`config.mk`:
```
export PLATFORM = sky130hd
export DESIGN_NAME = ysyx_23060201_lsu
export DESIGN_NICKNAME = d
export VERILOG_FILES = /design/src/rtl/ysyx_23060201_lsu.sv
export SDC_FILE = /design/constraint.sdc
export NUM_CORES = 1
export LEC_CHECK = 0
export ABC_AREA = 1
export BUFFER_PORTS_ARGS = -buffer_cell sky130_fd_sc_hd__buf_2
export CORE_ASPECT_RATIO = 1.5
export CORE_UTILIZATION = 25
export CTS_CLUSTER_SIZE = 30
export DETAILED_ROUTE_END_ITERATION = 8
export PLACE_DENSITY_LB_ADDON = 0.15
export SYNTH_ARGS = -nofsm -noshare
export SYNTH_HDL_FRONTEND = slang
export SYNTH_SLANG_ARGS = --single-unit
```
`constraint.sdc`:
```
create_clock -name clk_i -period 2.9 [get_ports clk_i]
set_input_delay 0.435 -clock clk_i [delete_from_list [all_inputs] [get_ports clk_i]]
set_output_delay 0.435 -clock clk_i [all_outputs]
set_load 0.01 [all_outputs]
```
`src/rtl/ysyx_23060201_lsu.sv`:
```
// Load/store unit: takes one load or store from EXU per handshake, issues a
// single-cycle strobe on the data-memory port and returns the extended load
// data (or a store acknowledgement / error flag) on the response handshake.
//
//   state | meaning
//   IDLE  | ready for a request; decode and latch on in_valid_i
//   ISSUE | one cycle with mem_ren_o or mem_wen_o high
//   RESP  | out_valid_o high; hold outputs until out_ready_i
module ysyx_23060201_lsu #(
  parameter int ADDR_WIDTH = 32,
  parameter int DATA_WIDTH = 32
) (
  input  logic                  clk_i,
  input  logic                  rst_i,
  input  logic                  in_valid_i,
  output logic                  in_ready_o,
  input  logic                  in_is_store_i,
  input  logic [2:0]            in_funct3_i,
  input  logic [ADDR_WIDTH-1:0] in_addr_i,
  input  logic [DATA_WIDTH-1:0] in_wdata_i,
  output logic                  out_valid_o,
  input  logic                  out_ready_i,
  output logic [DATA_WIDTH-1:0] out_rdata_o,
  output logic                  out_misalign_o,
  output logic                  out_illegal_o,
  output logic                  mem_ren_o,
  output logic                  mem_wen_o,
  output logic [ADDR_WIDTH-1:0] mem_raddr_o,
  output logic [ADDR_WIDTH-1:0] mem_waddr_o,
  output logic [7:0]            mem_rmask_o,
  output logic [7:0]            mem_wmask_o,
  output logic [DATA_WIDTH-1:0] mem_wdata_o,
  input  logic [DATA_WIDTH-1:0] mem_rdata_i
);

  localparam logic [1:0] S_IDLE  = 2'b00;
  localparam logic [1:0] S_ISSUE = 2'b01;
  localparam logic [1:0] S_RESP  = 2'b10;

  logic [1:0]            state_q, state_d;
  logic                  is_store_q, is_store_d;
  logic [2:0]            funct3_q, funct3_d;
  logic [ADDR_WIDTH-1:0] addr_q, addr_d;
  logic [DATA_WIDTH-1:0] wdata_q, wdata_d;
  logic [DATA_WIDTH-1:0] rdata_q, rdata_d;
  logic                  misalign_q, misalign_d;
  logic                  illegal_q, illegal_d;

  logic                  req_illegal;
  logic                  req_misalign;
  logic [3:0]            lane_mask;
  logic [DATA_WIDTH-1:0] load_shifted;
  logic [DATA_WIDTH-1:0] load_ext;
  logic [ADDR_WIDTH-1:0] word_addr;

  // Decode the incoming request; illegal funct3 outranks misalignment.
  always_comb begin
    req_illegal  = 1'b0;
    req_misalign = 1'b0;
    if (in_is_store_i) begin
      req_illegal = (in_funct3_i[2] == 1'b1) || (in_funct3_i[1:0] == 2'b11);
    end else begin
      req_illegal = !((in_funct3_i == 3'b000) || (in_funct3_i == 3'b001) ||
                      (in_funct3_i == 3'b010) || (in_funct3_i == 3'b100) ||
                      (in_funct3_i == 3'b101));
    end
    if (in_funct3_i[1:0] == 2'b01) begin
      req_misalign = in_addr_i[0];
    end else if (in_funct3_i[1:0] == 2'b10) begin
      req_misalign = (in_addr_i[1:0] != 2'b00);
    end
  end

  // Byte-lane mask and load extraction from the latched request.
  always_comb begin
    lane_mask = 4'b1111;
    case (funct3_q[1:0])
      2'b00:   lane_mask = 4'b0001 << addr_q[1:0];
      2'b01:   lane_mask = 4'b0011 << addr_q[1:0];
      default: lane_mask = 4'b1111;
    endcase
    word_addr    = {addr_q[ADDR_WIDTH-1:2], 2'b00};
    load_shifted = mem_rdata_i >> {addr_q[1:0], 3'b000};
    case (funct3_q)
      3'b000:  load_ext = {{24{load_shifted[7]}}, load_shifted[7:0]};
      3'b001:  load_ext = {{16{load_shifted[15]}}, load_shifted[15:0]};
      3'b100:  load_ext = {24'h0, load_shifted[7:0]};
      3'b101:  load_ext = {16'h0, load_shifted[15:0]};
      default: load_ext = load_shifted;
    endcase
  end

  // Next-state and datapath register update.
  always_comb begin
    state_d    = state_q;
    is_store_d = is_store_q;
    funct3_d   = funct3_q;
    addr_d     = addr_q;
    wdata_d    = wdata_q;
    rdata_d    = rdata_q;
    misalign_d = misalign_q;
    illegal_d  = illegal_q;
    case (state_q)
      S_IDLE: begin
        if (in_valid_i) begin
          is_store_d = in_is_store_i;
          funct3_d   = in_funct3_i;
          addr_d     = in_addr_i;
          wdata_d    = in_wdata_i;
          rdata_d    = '0;
          illegal_d  = req_illegal;
          misalign_d = !req_illegal && req_misalign;
          state_d    = (req_illegal || req_misalign) ? S_RESP : S_ISSUE;
        end
      end
      S_ISSUE: begin
        // mem_rdata_i is only valid in this cycle, so it is extended and kept now.
        if (!is_store_q) begin
          rdata_d = load_ext;
        end
        state_d = S_RESP;
      end
      S_RESP: begin
        if (out_ready_i) begin
          state_d = S_IDLE;
        end
      end
      default: state_d = S_IDLE;
    endcase
  end

  // State registers with synchronous reset.
  always_ff @(posedge clk_i) begin
    if (rst_i) begin
      state_q    <= S_IDLE;
      is_store_q <= 1'b0;
      funct3_q   <= 3'b000;
      addr_q     <= '0;
      wdata_q    <= '0;
      rdata_q    <= '0;
      misalign_q <= 1'b0;
      illegal_q  <= 1'b0;
    end else begin
      state_q    <= state_d;
      is_store_q <= is_store_d;
      funct3_q   <= funct3_d;
      addr_q     <= addr_d;
      wdata_q    <= wdata_d;
      rdata_q    <= rdata_d;
      misalign_q <= misalign_d;
      illegal_q  <= illegal_d;
    end
  end

  // Output decode: memory port only live in ISSUE, response only in RESP.
  always_comb begin
    in_ready_o     = (state_q == S_IDLE);
    out_valid_o    = 1'b0;
    out_rdata_o    = '0;
    out_misalign_o = 1'b0;
    out_illegal_o  = 1'b0;
    mem_ren_o      = 1'b0;
    mem_wen_o      = 1'b0;
    mem_raddr_o    = '0;
    mem_waddr_o    = '0;
    mem_rmask_o    = 8'h00;
    mem_wmask_o    = 8'h00;
    mem_wdata_o    = '0;
    if (state_q == S_ISSUE) begin
      if (is_store_q) begin
        mem_wen_o   = 1'b1;
        mem_waddr_o = word_addr;
        mem_wmask_o = {4'b0000, lane_mask};
        mem_wdata_o = wdata_q << {addr_q[1:0], 3'b000};
      end else begin
        mem_ren_o   = 1'b1;
        mem_raddr_o = word_addr;
        mem_rmask_o = {4'b0000, lane_mask};
      end
    end
    if (state_q == S_RESP) begin
      out_valid_o    = 1'b1;
      out_rdata_o    = rdata_q;
      out_misalign_o = misalign_q;
      out_illegal_o  = illegal_q;
    end
  end

endmodule

```
# After elaboration in Yosys (flattened, before gate mapping)
# Cells that the tools add are included.
[totals]
reg_bits = 104
input_bits = 104
output_inout_bits = 150
[op_classes]
eq_ne = 16
shift = 4
mux = 30
reduce_logical = 18
[op_table]
columns = ["cell", "count"]
rows = [
  ["2-to-1 mux 32 bit", 9],
  ["one-hot mux 32 bit (4 select lines)", 1],
  ["one-hot mux 32 bit (2 select lines)", 1],
  ["left shift 32 x 5 -> 32 bit", 1],
  [">> shifter 32 x 5 -> 32 bit", 1],
  ["2-to-1 mux 4 bit", 4],
  ["== test 3 bit (second input constant)", 4],
  ["2-to-1 mux 1 bit", 10],
  ["one-hot mux 4 bit (2 select lines)", 1],
  ["== test 2 x 1 -> 1 bit (second input constant)", 3],
  ["== test 2 bit (second input constant)", 3],
  ["== test 3 x 1 -> 1 bit (second input constant)", 2],
  ["logical NOT 3 bit", 2],
  ["logical OR 1 bit", 6],
  ["2-to-1 mux 2 bit", 3],
  ["inequality test 2 bit (second input constant)", 3],
  ["one-hot mux 2 bit (3 select lines)", 1],
  ["logical NOT 2 bit", 2],
  ["AND reduction 2 bit", 2],
  ["nonzero test 2 bit", 2],
  ["left shift 1 x 2 -> 4 bit (first input constant)", 1],
  ["left shift 2 x 2 -> 4 bit (first input constant)", 1],
  ["== test 3 x 2 -> 1 bit (second input constant)", 1],
  ["AND reduction 3 bit", 1],
  ["other kinds (2)", 3],
]

# Depth between registers and ports, before layout
# Gate-level depths: netlist of run 1.
[depth]
ltp_word = 11
ltp_mapped = 9
depth_no_buf = 8

# Worst setup path before layout of run 1
# No wires, ideal clock.
[synth_timing]
path_type = "reg2out"
from = "register state_q[1]"
to = "output out_rdata_o[10]"
arrival_time_ns = 1.242
required_time_ns = 2.465
setup_slack_ns = 1.223
path_stages_with_launch = 6
n_path_buf = 1
path_cell_list = "dfxtp_1 inv_2 nor2_1 clkinv_1 clkbuf_1 nor2_1"
[synth_via]
elab_chain_cells = 2
[synth_lines]
columns = ["item", "line", "text"]
rows = [
  ["start, declared", "40", "logic [1:0] state_q, state_d;"],
  ["start signal, assigned", "144", "state_q <= state_d;"],
  ["== test 2 bit", "181", "if (state_q == S_RESP) begin"],
  ["2-to-1 mux 32 bit", "181", ""],
  ["end, declared", "23", "output logic [DATA_WIDTH-1:0] out_rdata_o,"],
]
# No other way between the ends.

# Final worst setup path of run 1
[layout_timing]
from = "register is_store_q"
to = "output mem_wdata_o[5]"
[layout_via]
elab_chain_cells = 2
[layout_lines]
columns = ["item", "line", "text"]
rows = [
  ["start, declared", "41", "logic is_store_q, is_store_d;"],
  ["start signal, assigned", "145", "is_store_q <= is_store_d;"],
  ["2-to-1 mux 32 bit", "170", "if (is_store_q) begin"],
  ["2-to-1 mux 32 bit", "169", "if (state_q == S_ISSUE) begin"],
  ["end, declared", "32", "output logic [DATA_WIDTH-1:0] mem_wdata_o,"],
]
# No other way between the ends.

==> results of run 1 <==
## metal layers
| metal | vias to the layer above | global-route usage, % | wire length [µm] |
|---|---|---|---|
| met4 | 2 | 5.49 | 305 |
| met1 | 2810 | 19.9 | 8360 |
| met2 | 194 | 31.1 | 10500 |
| met5 | - | 0 | 10 |
| met3 | 18 | 3.25 | 1140 |
| li1 | 3281 | - | - |
## logic make-up after synthesis
group | share of synthesized area, %
compound gates | 17.7
simple gates | 33.4
flops | 35.7
other cells | 0.0642
buf+inv | 13.2
## worst min-delay path by stage
stage,slack (ps),cells after the start,end
2_1_floorplan,440,2,illegal_q$_SDFFE_PP0P_
3_3_place_gp,450,2,rdata_q[7]$_SDFFE_PP0P_
3_5_place_dp,460,2,rdata_q[1]$_SDFFE_PP0P_
4_1_cts,300,3,wdata_q[24]$_SDFFE_PP0P_
5_1_grt,310,3,wdata_q[24]$_SDFFE_PP0P_
6_report,320,3,wdata_q[24]$_SDFFE_PP0P_
## placed cells by master, fill, tap and decap left out
master,Yosys,final
nor2_2,1,1
o21ai_0,18,18
nor3_1,7,7
o211ai_1,9,9
diode_2,0,1
inv_4,1,1
buf_12,0,2
nor2_4,3,3
a21oi_1,66,66
buf_2,35,240
buf_4,14,13
a211oi_1,43,43
inv_8,0,3
clkinv_1,1,1
nand2_1,269,269
dfxtp_1,104,103
a31oi_1,16,16
clkinvlp_4,0,1
dfxtp_2,0,1
a21oi_2,14,14
nand2_2,3,2
inv_1,79,79
nand3_4,2,2
clkbuf_16,0,9
nand2_4,0,1
inv_6,0,3
nand4_1,1,1
nor3_2,2,2
nand3_1,34,34
nor2_1,158,158
conb_1,1,12
inv_2,6,6
nand3_2,2,2
## metrics by stage
step / instances / setup slack (ps) / area, µm² / power [W]
after floorplan: 933 / 1220 / 5880 / 0.00215
after detailed placement: 1386 / 768 / 7130 / 0.00239
after CTS: 1402 / 363 / 7430 / 0.00367
final: 1403 / 405 / 7430 / 0.00360
after global placement: 1386 / 799 / 7130 / 0.00239
after global routing: 1402 / 181 / 7430 / 0.00382
## flip-flops by register name, indices dropped and copies added, names as in the netlist
register,flops
addr_q,32
rdata_q,32
wdata_q,32
funct3_q,3
state_q,2
illegal_q,1
is_store_q,1
misalign_q,1
## final cells by class
| class | instances | share of cell area, % |
|---|---|---|
| diodes | 1 | 0.0337 |
| clock buffers | 9 | 3.03 |
| clock inverters | 7 | 0.910 |
| inverters | 87 | 4.43 |
| multi-input cells | 660 | 40.8 |
| flip-flops and latches | 104 | 28.0 |
| well taps | 280 | 4.72 |
| repair buffers | 255 | 18.0 |
## where the power goes
part	total, W	switching [W]	internal, W
registers	0.00157	0.0000442	0.00152
clock network	0.00125	0.000640	0.000612
logic	0.000774	0.000530	0.000244
## worst max-delay path, stage by stage, from the launching register on
cell	delay, ps
dfxtp_1	410
nand3_2	120
inv_2	270
nand2_1	450
nor3_1	280
buf_2	180
==> metrics.md, run 1 <==
| Metric | Value |
|---|---|
| Outcome | finished clean |
| Post-CTS Setup Repair Bufs | 0 |
| I/O pins | 254 |
| Setup TNS | 0 ps |
| Die Height | 189 µm |
| Post-synthesis cell count | 922 |
| Grt ovf | 0 |
| Slew @ Worst Pin | 780 ps |
| Largest net degree at the start of global routing | 75 |
| Fin. Hold Viols | 0 |
| Clock buffer count from CTS | 9 |
| Leak | 3.40 nW |
| Register Area | 0.00208 mm² |
| Layout cells sized above 1 | 27.3% |
| WL final | 20300 µm |
| Worst Setup SP | is_store_q$_SDFFE_PP0P_ |
| Crit. End Element | primary output |
| Count leader, synth | nand2_1 |
| Vias in the first global route | 5854 |
| Asr flop ratio synth | 0% |
| Crit path to | mem_wdata_o[5] |
| Synth top cells by count | nand2_1 (269), nor2_1 (158), dfxtp_1 (104), inv_1 (79), a21oi_1 (66) |
| Area occupied by multi-input gates | 0.00303 mm² |
| Yosys warning count | 0 |
| Placer congestion estimate | 0.771 |
| Slew Limit Fails | 0 |
| Clk sinks | 104 |
| Post-synthesis cell type count | 28 |
| Clk_skew | 10.0 ps |
| DPL Wire Length | 14700 µm |
| CP required | 2470 ps |
| Clk root buf | clkbuf_16 |
| Post-Syn Area | 0.00584 mm² |
| Reg2Reg Depth | 8 |
| Max-cap viol count | 0 |
| Power per Cell Area | 484 mW/mm² |
| Global-route wire length before repair | 31700 µm |
| CP max FO | 19 |
| Startpoint type of the worst setup path | flip-flop |
| Setup violators final | 0 |
| Syn Area/Cell | 6.33 µm² |
| Worst min-delay path startpoint | in_wdata_i[24] |
| Core Area | 0.0230 mm² |
| Post-synth top area share | 35.7% |
| Maximum clock insertion buffer count | 2 |
| Crit path DAT | 2060 ps |
| WHS | 319 ps |
| Min Tclk post-route | 2500 ps |
| Top post-synthesis cells by area | dfxtp_1 (36%), nand2_1 (17%), nor2_1 (10%), a21oi_1 (5.7%), a211oi_1 (5.5%) |
| Worst r2r src | addr_q[0]$_SDFFE_PP0P_ |
| Fillers | 2677 |
| Max Freq | 401 MHz |
| Maximum VDD drop | 0.000277 V |
| Routed wire per std cell | 14.5 µm |
| Total Routing Usage GR | 17.1% |
| Largest area contributor in the netlist | dfxtp_1 |
| Worst hold path type | in2reg |
| Avg Vias per Cell | 4.49 |
| Port buffer count | 241 |
| Hold Buf Count CTS | 0 |
| Clock Latency Late Sink | 360 ps |
| Ys flop type | dfxtp_1 |
| RR Endpoint | rdata_q[31]$_SDFFE_PP0P_ |
| Row cnt | 68 |
| CTS clk-pin slew, worst paths | 80 ps |
| Post-synth EDFFs | 0 |
| Routed via count | 6305 |
| CTS resizes | 0 |
| Area Growth Syn to Fin | 27.2% |
| Max-slew headroom | 47.9% |
| Die area | 0.0240 mm² |
| Final ANT Viol Nets | 0 |
| TritonCTS clock tree | done |
| Nets | 1221 |
| Fin util | 32.3% |
| Worst R2R Setup Slack | 990 ps |
| RSZ-0062 raised after global routing | no |
| Antenna violations before repair | 2 |
| Initial core utilization | 25.4% |
| Synth Register Bits | 104 |
| Share of the cycle needed by the critical path after routing | 86.0% |
| Crit Path Class | reg2out |
| Register area share after synthesis | 35.7% |
| Die X | 127 µm |
| H-tree Lvls | 3 |
| Number of iterations in the first detailed-routing pass | 6 |
| # DRC | 0 |
| Initial DRC count | 330 |
(Power assumes the default switching activity.)
==> run 2: changes to the inputs <==
Settings changed: REMOVE_ABC_BUFFERS from default to 1.
Clock period 2.9 ns to 2 ns, I/O delays scaled along.
==> metrics.md, run 2 (same netlist as run 1, synthesis figures left out) <==
| Metric | Value |
|---|---|
| Outcome | finished clean (unchanged) |
| Clk_skew | 9.48 ps (was 10.0 ps) |
| Maximum VDD drop | 0.000352 V (was 0.000277 V) |
| Vias in the first global route | 5839 (was 5854) |
| Worst hold path type | in2reg (unchanged) |
| Die X | 127 µm (unchanged) |
| Antenna violations before repair | 0 (was 2) |
| Fin. Hold Viols | 0 (unchanged) |
| Setup violators final | 0 (unchanged) |
| Grt ovf | 0 (unchanged) |
| Total Routing Usage GR | 16.6% (was 17.1%) |
| Post-CTS Setup Repair Bufs | 0 (unchanged) |
| Overall power | 0.00550 W (was 0.00360 W) |
| Max-cap viol count | 0 (unchanged) |
| Clk sinks | 104 (unchanged) |
| Critical Path, Cell by Cell | buf_12 -> nand2_1 -> o21ai_0 -> nand2_1 -> nand2_1 -> a31oi_2 -> buf_2 (was nand3_2 -> inv_2 -> nand2_1 -> nor3_1 -> buf_2) |
| Startpoint type of the worst setup path | flip-flop (unchanged) |
| Final ANT Viol Nets | 0 (unchanged) |
| Maximum clock insertion buffer count | 2 (unchanged) |
| # diodes | 0 (was 1) |
| DPL Wire Length | 14200 µm (was 14700 µm) |
| Initial core utilization | 25.4% (unchanged) |
| Share of the cycle needed by the critical path after routing | 94.7% |
| WHS | 176 ps (was 319 ps) |
| Most frequent CP cell | nand2_1 |
| Crit path DAT | 1590 ps (was 2060 ps) |
| Port buffer count | 241 (unchanged) |
| CTS clk-pin slew, worst paths | 80 ps (about the same) |
| Die Height | 189 µm (unchanged) |
| Max-slew headroom | 61.7% (was 47.9%) |
| Initial DRC count | 356 (was 330) |
| H-tree Lvls | 3 (unchanged) |
| Number of iterations in the first detailed-routing pass | 5 (was 6) |
| TritonCTS clock tree | done (unchanged) |
| Power per Cell Area | 722 mW/mm² (was 484 mW/mm²) |
| Area Growth Syn to Fin | 30.3% (was 27.2%) |
| Leak | 3.48 nW (was 3.40 nW) |
| Largest stage delay on the critical path | 380 ps (was 450 ps) |
| Slew Limit Fails | 0 (unchanged) |
| Min Tclk post-route | 1890 ps |
| Slew @ Worst Pin | 575 ps (was 780 ps) |
| Avg Vias per Cell | 4.52 (was 4.49) |
| Clock buffer count from CTS | 9 (unchanged) |
| Core Area | 0.0230 mm² (unchanged) |
| Global-route wire length before repair | 31000 µm (was 31700 µm) |
| Nets | 1228 (was 1221) |
| Clk root buf | clkbuf_16 (unchanged) |
| Placer congestion estimate | 0.797 (was 0.771) |
| Most common cell after layout, fill and taps aside | nand2_1 (unchanged) |
| Crit Path Class | reg2out (unchanged) |
| CP required | 1700 ps (was 2470 ps) |
| Top Registers | addr_q x32, rdata_q x32, wdata_q x32 (unchanged) |
| Largest net degree at the start of global routing | 105 (was 75) |
| Layout cells sized above 1 | 28.2% (was 27.3%) |
| Most frequent cells in the layout | nand2_1 (268), buf_2 (240), nor2_1 (158) (was nand2_1 (269), buf_2 (240), nor2_1 (158)) |
| CP max stage cell | dfxtp_4 (was nand2_1) |
| # DRC | 0 (unchanged) |
| Row cnt | 68 (unchanged) |
| Routed wire per std cell | 14.3 µm (was 14.5 µm) |
| Clock Latency Late Sink | 360 ps (about the same) |
| Die area | 0.0240 mm² (unchanged) |
| Worst R2R Setup Slack | 390 ps (was 990 ps) |
| CP max FO | 24 (was 19) |
| WL final | 20200 µm (was 20300 µm) |
| Max Freq | 528 MHz |
| Crit. End Element | primary output (unchanged) |
| Routed via count | 6365 (was 6305) |
| I/O pins | 254 (unchanged) |
[run 2: layout make-up]
cell class              count  area, µm²
repair buffers            262       1460
well taps                 280        350
fillers                  2641      15400
inverters                  87        332
flip-flops and latches    104       2090
clock buffers              10        239
clock inverters             6       97.6
multi-input cells         660       3040
[run 2: final timing paths]
path,from,to,cells past startpoint
worst max register to register,addr_q[0]$_SDFFE_PP0P_,rdata_q[23]$_SDFFE_PP0P_,7
worst min register to register,rdata_q[30]$_SDFFE_PP0P_,rdata_q[30]$_SDFFE_PP0P_,2
worst max-delay path,addr_q[0]$_SDFFE_PP0P_,mem_wdata_o[25],7
worst min-delay path,in_wdata_i[28],wdata_q[28]$_SDFFE_PP0P_,3
[run 2: through the flow]
step / setup slack [ps] / area [µm²] / utilization, % / instances / TNS, ps
after floorplan: -1050 / 5440 / - / 851 / -56820
after global placement: 406 / 7220 / 31.4 / 1392 / 0
after detailed placement: 346 / 7220 / 31.4 / 1392 / 0
after CTS: 0.525 / 7550 / 32.9 / 1408 / 0
after global routing: -5.00 / 7610 / 33.1 / 1409 / -5.00
final: 106 / 7610 / 33.1 / 1409 / 0
[run 2: what timing repair did]
action,4_1_cts,5_1_grt
setup endpoints to repair,2,64
gates resized for setup,1,10
cloned,0,1
hold buffers,0,0
[run 2: critical path: cells and delay by family, from the launching register on]
| family | cells | cell delay, ps |
|---|---|---|
| buf+inv | 2 | 320 |
| flops | 1 | 380 |
| simple gates | 3 | 210 |
| compound gates | 2 | 310 |
[run 2: per-layer routing]
metal	track usage, %	vias to the layer above	part of all wire (%)
li1	-	3299	-
met1	18.9	2890	41
met2	31.2	154	53
met3	2.26	22	3.6
met4	5.95	0	1.8
met5	0	-	0
[run 2: power breakdown]
part	total, W	switching [W]	internal (W)
clock network	0.00205	0.000892	0.00116
logic	0.00117	0.000777	0.000395
registers	0.00227	0.0000637	0.00221
==> run 3: changes to the inputs <==
Settings changed: SETUP_SLACK_MARGIN from default to 0.4.
==> metrics.md, run 3 (same netlist as run 1, synthesis figures left out) <==
| Metric | Value |
|---|---|
| Final Worst Setup Slack | 109 ps (was 106 ps) |
| Busiest layer in global routing | met2 (unchanged) |
| Overall power | 0.00617 W (was 0.00550 W) |
| Initial core utilization | 25.4% (unchanged) |
| H-tree Lvls | 3 (unchanged) |
| Maximum clock insertion buffer count | 2 (unchanged) |
| Max Freq | 529 MHz (was 528 MHz) |
| Grt ovf | 0 (unchanged) |
| CTS clk-pin slew, worst paths | 80 ps (about the same) |
| DPL Wire Length | 14200 µm (unchanged) |
| Startpoint type of the worst setup path | flip-flop (unchanged) |
| Setup TNS | 0 ps (unchanged) |
| Hold Buf Count CTS | 0 (unchanged) |
| WL final | 24900 µm (was 20200 µm) |
| Max-cap viol count | 0 (unchanged) |
| Leak | 4.24 nW (was 3.48 nW) |
| Most frequent cells in the layout | nand2_1 (233), buf_2 (155), dfxtp_1 (99) (was nand2_1 (268), buf_2 (240), nor2_1 (158)) |
| Port buffer count | 241 (unchanged) |
| Clk root buf | clkbuf_16 (unchanged) |
| Die X | 127 µm (unchanged) |
| Most common cell after layout, fill and taps aside | nand2_1 (unchanged) |
| Dpl ws | 346 ps (unchanged) |
| Share of the cycle needed by the critical path after routing | 94.6% (was 94.7%) |
| Clk sinks | 104 (unchanged) |
| Power per Cell Area | 600 mW/mm² (was 722 mW/mm²) |
| Slew Limit Fails | 0 (unchanged) |
| Final ANT Viol Nets | 0 (unchanged) |
| Clk_skew | 11.7 ps (was 9.48 ps) |
| Vias in the first global route | 6285 (was 5839) |
| Fillers | 2364 (was 2641) |
| Avg Vias per Cell | 4.69 (was 4.52) |
| Crit. End Element | primary output (unchanged) |
| Largest net degree at the start of global routing | 105 (unchanged) |
| CP required | 1700 ps (about the same) |
| Grt met1 use | 22.0% (was 18.9%) |
| Crit path DAT | 1590 ps (about the same) |
| Clock Latency Late Sink | 360 ps (about the same) |
| # DRC | 0 (unchanged) |
| Area Growth Syn to Fin | 76.2% (was 30.3%) |
| Fin. Hold Viols | 0 (unchanged) |
| Placer congestion estimate | 0.797 (unchanged) |
| Register Area | 0.00210 mm² (was 0.00209 mm²) |
| Min Tclk post-route | 1890 ps (about the same) |
| Antenna violations before repair | 0 (unchanged) |
| Die Height | 189 µm (unchanged) |
| Maximum VDD drop | 0.000345 V (was 0.000352 V) |
| Row cnt | 68 (unchanged) |
| Fin util | 44.8% (was 33.1%) |
| Outcome | finished clean (unchanged) |
| Grt met3 use | 2.46% (was 2.26%) |
| Nets | 1293 (was 1228) |
| Max-slew headroom | 61.8% (was 61.7%) |
| # diodes | 0 (unchanged) |
| Routed wire per std cell | 16.9 µm (was 14.3 µm) |
| Layout cells sized above 1 | 46.2% (was 28.2%) |
| Total Routing Usage GR | 19.1% (was 16.6%) |
| Worst hold path type | in2reg (unchanged) |
| WHS | 176 ps (about the same) |
| I/O pins | 254 (unchanged) |
| Top Registers | addr_q x32, rdata_q x32, wdata_q x32 (unchanged) |
| GR Util met2 | 35.9% (was 31.2%) |
| Area occupied by multi-input gates | 0.00412 mm² (was 0.00304 mm²) |
| RSZ-0062 raised after global routing | yes |
| Core Area | 0.0230 mm² (unchanged) |
| Number of iterations in the first detailed-routing pass | 5 (unchanged) |
| Die area | 0.0240 mm² (unchanged) |
| Initial DRC count | 325 (was 356) |
| TritonCTS clock tree | done (unchanged) |
| Setup violators final | 0 (unchanged) |
| Clock buffer count from CTS | 9 (unchanged) |
| Crit Path Class | reg2out (unchanged) |
| Global-route wire length before repair | 35100 µm (was 31000 µm) |
| Routed via count | 6910 (was 6365) |
| Slew @ Worst Pin | 574 ps (was 575 ps) |
| CP max FO | 8 (was 24) |
==> run 3: worst paths after layout <==
path / from / to / slack, ps / depth (start not counted)
max: state_q[1]$_SDFFE_PP0P_ / mem_wdata_o[1] / 110 / 7
min: in_wdata_i[28] / wdata_q[28]$_SDFFE_PP0P_ / 180 / 3
max reg2reg: state_q[1]$_SDFFE_PP0P_ / is_store_q$_SDFFE_PP0P_ / 390 / 8
min reg2reg: rdata_q[7]$_SDFFE_PP0P_ / rdata_q[7]$_SDFFE_PP0P_ / 470 / 2
==> run 3: final cells by class <==
class,count,area share [%]
well taps,280,3.41
repair buffers,320,28.5
repair inverters,6,0.900
multi-input cells,661,40.0
clock inverters,6,0.949
flip-flops and latches,104,20.4
inverters,87,3.50
clock buffers,10,2.32
==> run 3: metal layers <==
metal  wire (µm)  vias to the layer above
li1            -                     3448
met5           0                        -
met4         745                        0
met1        9580                     3229
met3         962                       39
met2       13600                      194
==> run 3: metrics by stage <==
step / std cells / area, µm²
6_report: 1474 / 10300
5_1_grt: 1474 / 10300
4_1_cts: 1448 / 8720
3_5_place_dp: 1392 / 7220
3_3_place_gp: 1392 / 7220
2_1_floorplan: 851 / 5440
==> run 3: critical path: stages (launching register included) <==
cell and delay, ps:
dfxtp_2 340, inv_4 90, nand3_4 120, inv_8 120, nand2_8 120, buf_8 170, nor3_2 110, buf_2 150
==> run 3: where the power goes <==
| group | internal, W | switching [W] |
|---|---|---|
| sequential | 0.00221 | 0.0000746 |
| combinational | 0.000717 | 0.00111 |
| clock | 0.00116 | 0.000909 |
==> run 3: what timing repair did <==
item                       in CTS  in global routing
setup endpoints to repair     152                160
pin swaps                      10                 45
buffers inserted               26                 16
gates cloned                   14                 10
gates resized for setup       186                284
